==> src/rtl/cfi_violation_handler.sv <==
// Captures CFI violation pulses into a small first-word-fall-through log FIFO.
// Also keeps a saturating violation count and raises an interrupt and a sticky halt request.
module cfi_violation_handler #(
    parameter int unsigned FIFO_DEPTH = 4,
    parameter int unsigned PC_WIDTH   = 64,
    parameter int unsigned CODE_WIDTH = 4,
    parameter int unsigned CNT_WIDTH  = 8
) (
    input  logic                  clk_i,
    input  logic                  rst_i,
    input  logic                  viol_valid_i,
    input  logic [CODE_WIDTH-1:0] viol_code_i,
    input  logic [PC_WIDTH-1:0]   viol_pc_i,
    input  logic [CNT_WIDTH-1:0]  threshold_i,
    input  logic                  clear_i,
    output logic                  log_valid_o,
    input  logic                  log_ready_i,
    output logic [CODE_WIDTH-1:0] log_code_o,
    output logic [PC_WIDTH-1:0]   log_pc_o,
    output logic [CNT_WIDTH-1:0]  viol_count_o,
    output logic                  overflow_o,
    output logic                  irq_o,
    output logic                  halt_req_o,
    output logic [1:0]            state_o
);

    localparam int unsigned AW = $clog2(FIFO_DEPTH);

    typedef enum logic [1:0] {
        StIdle  = 2'b00,
        StAlert = 2'b01,
        StHalt  = 2'b10
    } state_e;

    state_e                state_q, state_d;
    logic [CODE_WIDTH-1:0] code_mem_q [FIFO_DEPTH];
    logic [PC_WIDTH-1:0]   pc_mem_q   [FIFO_DEPTH];
    logic [AW:0]           wptr_q, wptr_d, rptr_q, rptr_d;
    logic [CNT_WIDTH-1:0]  cnt_q, cnt_d, cnt_inc;
    logic                  overflow_q, overflow_d;
    logic                  halt_q, halt_d;
    logic                  irq_q;
    logic                  empty, full, push, pop, drop, halt_cond;

    assign empty = (wptr_q == rptr_q);
    assign full  = (wptr_q[AW] != rptr_q[AW]) && (wptr_q[AW-1:0] == rptr_q[AW-1:0]);

    // clear_i masks every other action in its cycle
    assign pop  = ~clear_i & ~empty & log_ready_i;
    assign push = ~clear_i & viol_valid_i & (~full | pop);
    assign drop = ~clear_i & viol_valid_i & full & ~pop;

    assign cnt_inc   = (cnt_q == {CNT_WIDTH{1'b1}}) ? cnt_q : cnt_q + CNT_WIDTH'(1);
    assign halt_cond = ~clear_i & viol_valid_i & (threshold_i != '0) & (cnt_inc >= threshold_i);

    always_comb begin
        wptr_d     = wptr_q;
        rptr_d     = rptr_q;
        cnt_d      = cnt_q;
        overflow_d = overflow_q | drop;
        halt_d     = halt_q | halt_cond;
        state_d    = state_q;
        if (push) wptr_d = wptr_q + (AW+1)'(1);
        if (pop)  rptr_d = rptr_q + (AW+1)'(1);
        if (viol_valid_i) cnt_d = cnt_inc;
        if (clear_i) begin
            wptr_d     = '0;
            rptr_d     = '0;
            cnt_d      = '0;
            overflow_d = 1'b0;
            halt_d     = 1'b0;
            state_d    = StIdle;
        end else begin
            case (state_q)
                StIdle: begin
                    if (halt_cond)   state_d = StHalt;
                    else if (push)   state_d = StAlert;
                end
                StAlert: begin
                    if (halt_cond) state_d = StHalt;
                    else if ((wptr_d == rptr_d) && !overflow_d) state_d = StIdle;
                end
                StHalt:  state_d = StHalt;
                default: state_d = StIdle;
            endcase
        end
    end

    always_ff @(posedge clk_i or posedge rst_i) begin
        if (rst_i) begin
            state_q    <= StIdle;
            wptr_q     <= '0;
            rptr_q     <= '0;
            cnt_q      <= '0;
            overflow_q <= 1'b0;
            halt_q     <= 1'b0;
            irq_q      <= 1'b0;
        end else begin
            state_q    <= state_d;
            wptr_q     <= wptr_d;
            rptr_q     <= rptr_d;
            cnt_q      <= cnt_d;
            overflow_q <= overflow_d;
            halt_q     <= halt_d;
            irq_q      <= (state_d != StIdle);
        end
    end

    // Storage needs no reset; the head is masked to zero while empty
    always_ff @(posedge clk_i) begin
        if (push) begin
            code_mem_q[wptr_q[AW-1:0]] <= viol_code_i;
            pc_mem_q[wptr_q[AW-1:0]]   <= viol_pc_i;
        end
    end

    assign log_valid_o  = ~empty;
    assign log_code_o   = empty ? '0 : code_mem_q[rptr_q[AW-1:0]];
    assign log_pc_o     = empty ? '0 : pc_mem_q[rptr_q[AW-1:0]];
    assign viol_count_o = cnt_q;
    assign overflow_o   = overflow_q;
    assign halt_req_o   = halt_q;
    assign irq_o        = irq_q;
    assign state_o      = state_q;

endmodule
==> config.mk <==
export PLATFORM = sky130hd
export DESIGN_NAME = cfi_violation_handler
export DESIGN_NICKNAME = d
export VERILOG_FILES = /design/src/rtl/cfi_violation_handler.sv
export SDC_FILE = /design/constraint.sdc
export NUM_CORES = 1
export LEC_CHECK = 0
export ABC_AREA = 1
export ABC_CLOCK_PERIOD_IN_PS = 5400
export BUFFER_PORTS_ARGS = -buffer_cell sky130_fd_sc_hd__buf_2
export CAP_MARGIN = 40
export CORE_MARGIN = 1
export CORE_UTILIZATION = 40
export CTS_CLUSTER_SIZE = 12
export DETAILED_ROUTE_END_ITERATION = 10
export SLEW_MARGIN = 5
export SYNTH_ARGS = -nofsm -noshare
export SYNTH_HDL_FRONTEND = slang
export SYNTH_SLANG_ARGS = --single-unit
==> constraint.sdc <==
create_clock -name clk_i -period 5.4 [get_ports clk_i]
set_input_delay 0.27 -clock clk_i [delete_from_list [all_inputs] [get_ports clk_i]]
set_output_delay 0.27 -clock clk_i [all_outputs]
set_load 0.02 [all_outputs]
### After elaboration in Yosys (flattened, before gate mapping)

Memories as Yosys holds them, arrays and structs flattened.
Index checks and enable logic that the tools add are counted.

| storage, ports and cells | value |
|---|---|
| register bits after elaboration | 19 |
| RAM bits | 272 |
| bits of input ports | 81 |
| output and inout bits | 82 |
| memories | 2 |

Memory list:

| name | depth | width | read ports | clocked after memory_dff | write ports | line | RTL |
|---|---|---|---|---|---|---|---|
| pc_mem_q | 4 | 64 | 1 | 0 | 1 | 37 | `logic [PC_WIDTH-1:0] pc_mem_q [FIFO_DEPTH];` |
| code_mem_q | 4 | 4 | 1 | 0 | 1 | 36 | `logic [CODE_WIDTH-1:0] code_mem_q [FIFO_DEPTH];` |

| cells by class | value |
|---|---|
| add/subtract/negate cells | 3 |
| order comparisons | 1 |
| equal/unequal tests | 7 |
| mux-type cells | 19 |
| bitwise operators | 15 |
| reduce and logical (&&, ||, !) cells | 7 |

Operator list:

| cell | number |
|---|---|
| 64-bit two-way mux | 1 |
| 8-bit two-way mux | 3 |
| 3-bit two-way mux | 4 |
| 2-bit two-way mux | 5 |
| 8-bit by 1-bit adder with 8-bit output, second input constant | 1 |
| 1-bit bitwise AND | 8 |
| 8-bit equality test, second input constant | 1 |
| 8-bit >= comparator | 1 |
| 8-bit nonzero test | 1 |
| 3-bit by 1-bit adder with 3-bit output, second input constant | 2 |
| 3-bit equality test | 2 |
| 2-bit case mux with 3 select lines | 1 |
| 1-bit two-way mux | 4 |
| 4-bit two-way mux | 1 |
| 1-bit NOT | 4 |
| 2-bit nonzero test | 2 |
| 1-bit OR | 3 |
| 2-bit by 1-bit equality test with 1-bit output, second input constant | 1 |
| 2-bit equality test | 1 |
| 2-bit equality test, second input constant | 1 |
| 1-bit logical AND | 2 |
| 2-bit zero test | 1 |
| 1-bit zero test | 1 |
| 1-bit != test | 1 |

### Depth between registers and ports, before layout

| logic depth | value |
|---|---|
| depth after elaboration | 14 |
| mapped depth | 16 |
| mapped depth without buffers | 16 |

### Least setup slack after synthesis

Ideal clock, no wire load.

| timing | value |
|---|---|
| kind | register -> register |
| start | register rptr_q[1] |
| end | memory code_mem_q[0][0], enable pin |
| arrival | 3.756 ns |
| path slack | 1.149 ns |
| stages on the path, launching flop included | 9 |
| path buffers | 1 |
| cell sequence | dfrtp_1 > buf_6 > inv_2 > nand2_1 > nand2_1 > nor2_1 > nand2_2 > nand2_4 > nor2_1 |

| on the way | value |
|---|---|
| longest elaborated chain between the ends | 8 |

RTL lines:

| what | line | RTL |
|---|---|---|
| from (decl) | 38 | `logic [AW:0] wptr_q, wptr_d, rptr_q, rptr_d;` |
| from (signal assigned) | 101 | `rptr_q <= rptr_d;` |
| 3-bit equality test | 45 | `assign empty = (wptr_q == rptr_q);` |
| 1-bit NOT | 49 | `assign pop = ~clear_i & ~empty & log_ready_i;` |
| 1-bit bitwise AND (2 in series) | 49 |  |
| 1-bit OR * | 50 | `assign push = ~clear_i & viol_valid_i & (~full \| pop);` |
| 1-bit bitwise AND * | 50 |  |
| 1-bit two-way mux * | 111 | `if (push) begin` |
| 1-bit two-way mux (implied by the code) * | 112 | `code_mem_q[wptr_q[AW-1:0]] <= viol_code_i;` |
| to (decl) | 36 |  |

Mark *: on every way between the ends. The rest lies on a longest branch, timed or not.

### Worst setup path after layout

| timing | value |
|---|---|
| start | register rptr_q[0] |
| end | output log_pc_o[41] |

| on the way | value |
|---|---|
| longest elaborated chain between the ends | 2 |

RTL lines:

| what | line | RTL |
|---|---|---|
| memory read 4 x 64 bit or 3-bit equality test (tied branches) | - |  |
| 64-bit two-way mux * | 119 | `assign log_pc_o = empty ? '0 : pc_mem_q[rptr_q[AW-1:0]];` |
| to (decl) | 19 | `output logic [PC_WIDTH-1:0] log_pc_o,` |

Marks and branches as above.

==> results_dict.tcl <==
set metrics [dict create \
    synth_cells 1004 \
    clk_pin_slew_worst_paths_ns 0.06 \
    synth_area_mm2 0.0120 \
    antenna_found_initial 3 \
    async_reset_ff_share_pct 6.53 \
    grt_usage_pct 17.3 \
    port_buffers 162 \
    min_period_ns 3.69 \
    crit_fanout 78 \
    maxSlewHeadroom_pct 42.6 \
    pre_cts_ws_ns 2.12 \
    stdcell_area_mm2 0.0148 \
    hpwl_um 15200 \
    drt_first_pass_iters 5 \
    multi_input_area_mm2 0.00271 \
    place_congestion 0.869 \
    die_x_um 175 \
    rsz0062_at_grt "false" \
    synth-main-ff-cell "edfxtp_1" \
    ys_warn_count 0 \
    dieHeight_um 175 \
    drive_above_1_share_pct 18.2 \
    dpl_cell_area_mm2 0.0132 \
    crit_arrival_ns 3.42 \
    crit_slowest_cell "buf_4" \
    ctsResizeCount 0 \
    fill_cells 2571 \
    synth_fp_nets 1099 \
    totalWireLength_um 26800 \
    areaGrowthSynthToFinish_pct 24.0 \
    period_share_pct 68.3 \
    max_freq_mhz 271 \
    cp-end-kind "output port" \
    fin_ws_ns 1.71 \
    holdCritPathClass "primary input to flop" \
    cts_hold_buf 69 \
    mostFrequentLayoutCells "edfxtp_1, buf_2, nor2_1" \
    clock_latency_ns 0.55 \
    vias 8054 \
    die_area_mm2 0.0306 \
    synth_edf_count 272 \
    core_area_mm2 0.0291 \
    grt_pass1_vias 7942 \
    ff_latch_area_mm2 0.00865 \
    p_per_area_mw_per_mm2 355 \
    grt_pass1_wl_um 42100 \
    cts_max_path_buffers 3 \
    ir_drop_mv 0.316 \
    synth_cell_types 29 \
    path_cells "inv_4, buf_4, o21ai_0, o22ai_1, nand2_1, inv_1, buf_2" \
    cap_violations 0 \
    cpPeakStageDelay_ns 0.74 \
    nets 1320 \
    post_cts_buffers 0 \
    cts_root_buffer "clkbuf_16" \
    status "completed" \
    fin_skew_ns 0.0115 \
    worstSetupPathType "flop to output port" \
    grt_overflow 0 \
    cts_tree "yes" \
    cts_max_level 1 \
    ys_seq_area_share_pct 72.3 \
    final_antenna_net_count 0 \
    tns_ns 0 \
    num_rows 62 \
    avgRoutedWirePerCell_um 16.4 \
    finalHoldViolCount 0 \
    p_leak_nw 6.03 \
    drc 0 \
    cts-buffers-inserted 31 \
    avgSynthCellArea_um2 11.9 \
    initial_core_util_pct 41.1 \
    cts_sinks 291 \
    finalSetupViolCount 0 \
    via_per_inst 4.94 \
    maxSlewViolCount 0 \
    tightest_slew_ns 0.861 \
    startpoint_type "flop" \
    cp.required_ns 5.13 \
    ys_ff_latch 291 \
    grt_max_degree 83 \
    drtIter0Drc 567 \
    final_common_cell "edfxtp_1" \
    io_pins 163 \
]
## where the power goes
group / internal [mW] / switching [mW]
registers: 2.54 / 0.0314
logic: 0.262 / 0.551
clock network: 1.09 / 0.802
total: 3.88 / 1.38
## final timing paths
check                      slack (ns)            startpoint  cells after the start                          end
hold / removal                   0.08               clear_i                      2          wptr_q[2]$_DFF_PP0_
max in group asynchronous        4.44                 rst_i                      3          rptr_q[0]$_DFF_PP0_
setup reg to reg                 2.19   rptr_q[0]$_DFF_PP0_                      8    pc_mem_q[1][58]$_DFFE_PP_
min in group asynchronous        0.40                 rst_i                      3  viol_count_o[1]$_DFFE_PP0P_
setup / recovery                 1.71   rptr_q[0]$_DFF_PP0_                      7                 log_pc_o[41]
hold reg to reg                  0.55  halt_req_o$_DFF_PP0_                      2         halt_req_o$_DFF_PP0_
## kinds of logic (layout without fill, tap and decap cells)
logic type                 Yosys count  count (layout)  synth area share [%]
AOI/OAI and AO/OA                  229             229                  10.4
xor gates and xnor gates             8               8                 0.586
adders and majority gates           14              14                  1.47
buffers and inverters              164             403                  5.28
DFF                                291             291                  72.3
other                                0               2                     0
and+or+nand+nor                    298             298                  9.99
## registers in the layout, summed over array words and instances (netlist names)
register      flops
pc_mem_q        256
code_mem_q       16
viol_count_o      8
rptr_q            3
wptr_q            3
state_o           2
halt_req_o        1
irq_o             1
overflow_o        1
## cell usage after synthesis (2+ instances only)
| library cell | number | share of area, % |
|---|---|---|
| dfrtp_1 | 19 | 4.0 |
| buf_2 | 7 | 0.29 |
| nand4_1 | 3 | 0.16 |
| a21oi_1 | 7 | 0.29 |
| nand2_1 | 118 | 3.7 |
| o21ai_1 | 14 | 0.59 |
| buf_1 | 5 | 0.16 |
| edfxtp_1 | 272 | 68 |
| nor3_1 | 3 | 0.13 |
| ha_1 | 14 | 1.5 |
| xnor2_1 | 2 | 0.15 |
| inv_1 | 109 | 3.4 |
| nor4_1 | 2 | 0.10 |
| nand3_1 | 7 | 0.29 |
| o22ai_1 | 71 | 3.7 |
| clkbuf_1 | 41 | 1.3 |
| nor2_1 | 157 | 4.9 |
| nand2_2 | 3 | 0.16 |
| xor2_1 | 6 | 0.44 |
| o21ai_0 | 135 | 5.7 |
## critical path: cells and delay by family, from the launching register on
kind | cells | cell delay [ns]
DFF | 1 | 0.71
and+or+nand+nor | 1 | 0.09
buffers and inverters | 4 | 1.49
AOI/OAI and AO/OA | 2 | 0.49
## metrics by stage
step	std cells	hold slack (ns)	utilization, %	power (mW)
finish	1629	0.0781	51.0	5.27
CTS	1627	0.0580	50.9	5.31
detailed placement	1507	0.443	45.5	3.39
floorplan	1004	0.221	-	3.10
global route	1628	0.0740	50.9	5.48
global placement	1505	0.442	45.3	3.38
## per-layer routing
layer / vias up / wire, µm / part of all wire (%) / track usage (%)
li1: 3934 / - / - / -
met1: 3859 / 12600 / 47 / 24.5
met2: 223 / 12300 / 46 / 27.7
met3: 36 / 1510 / 5.6 / 3.07
met4: 2 / 422 / 1.6 / 4.46
met5: - / 13 / 0.049 / 0
## cell type report
cell class / instances / area share, %
Clock buffer: 37 / 5.39
Multi-Input combinational cell: 549 / 18.3
Clock inverter: 14 / 0.658
Sequential cell: 291 / 58.3
Tap cell: 384 / 3.24
Timing Repair Buffer: 242 / 11.2
Antenna cell: 2 / 0.0338
Inverter: 110 / 2.80
(Power assumes the default switching activity.)
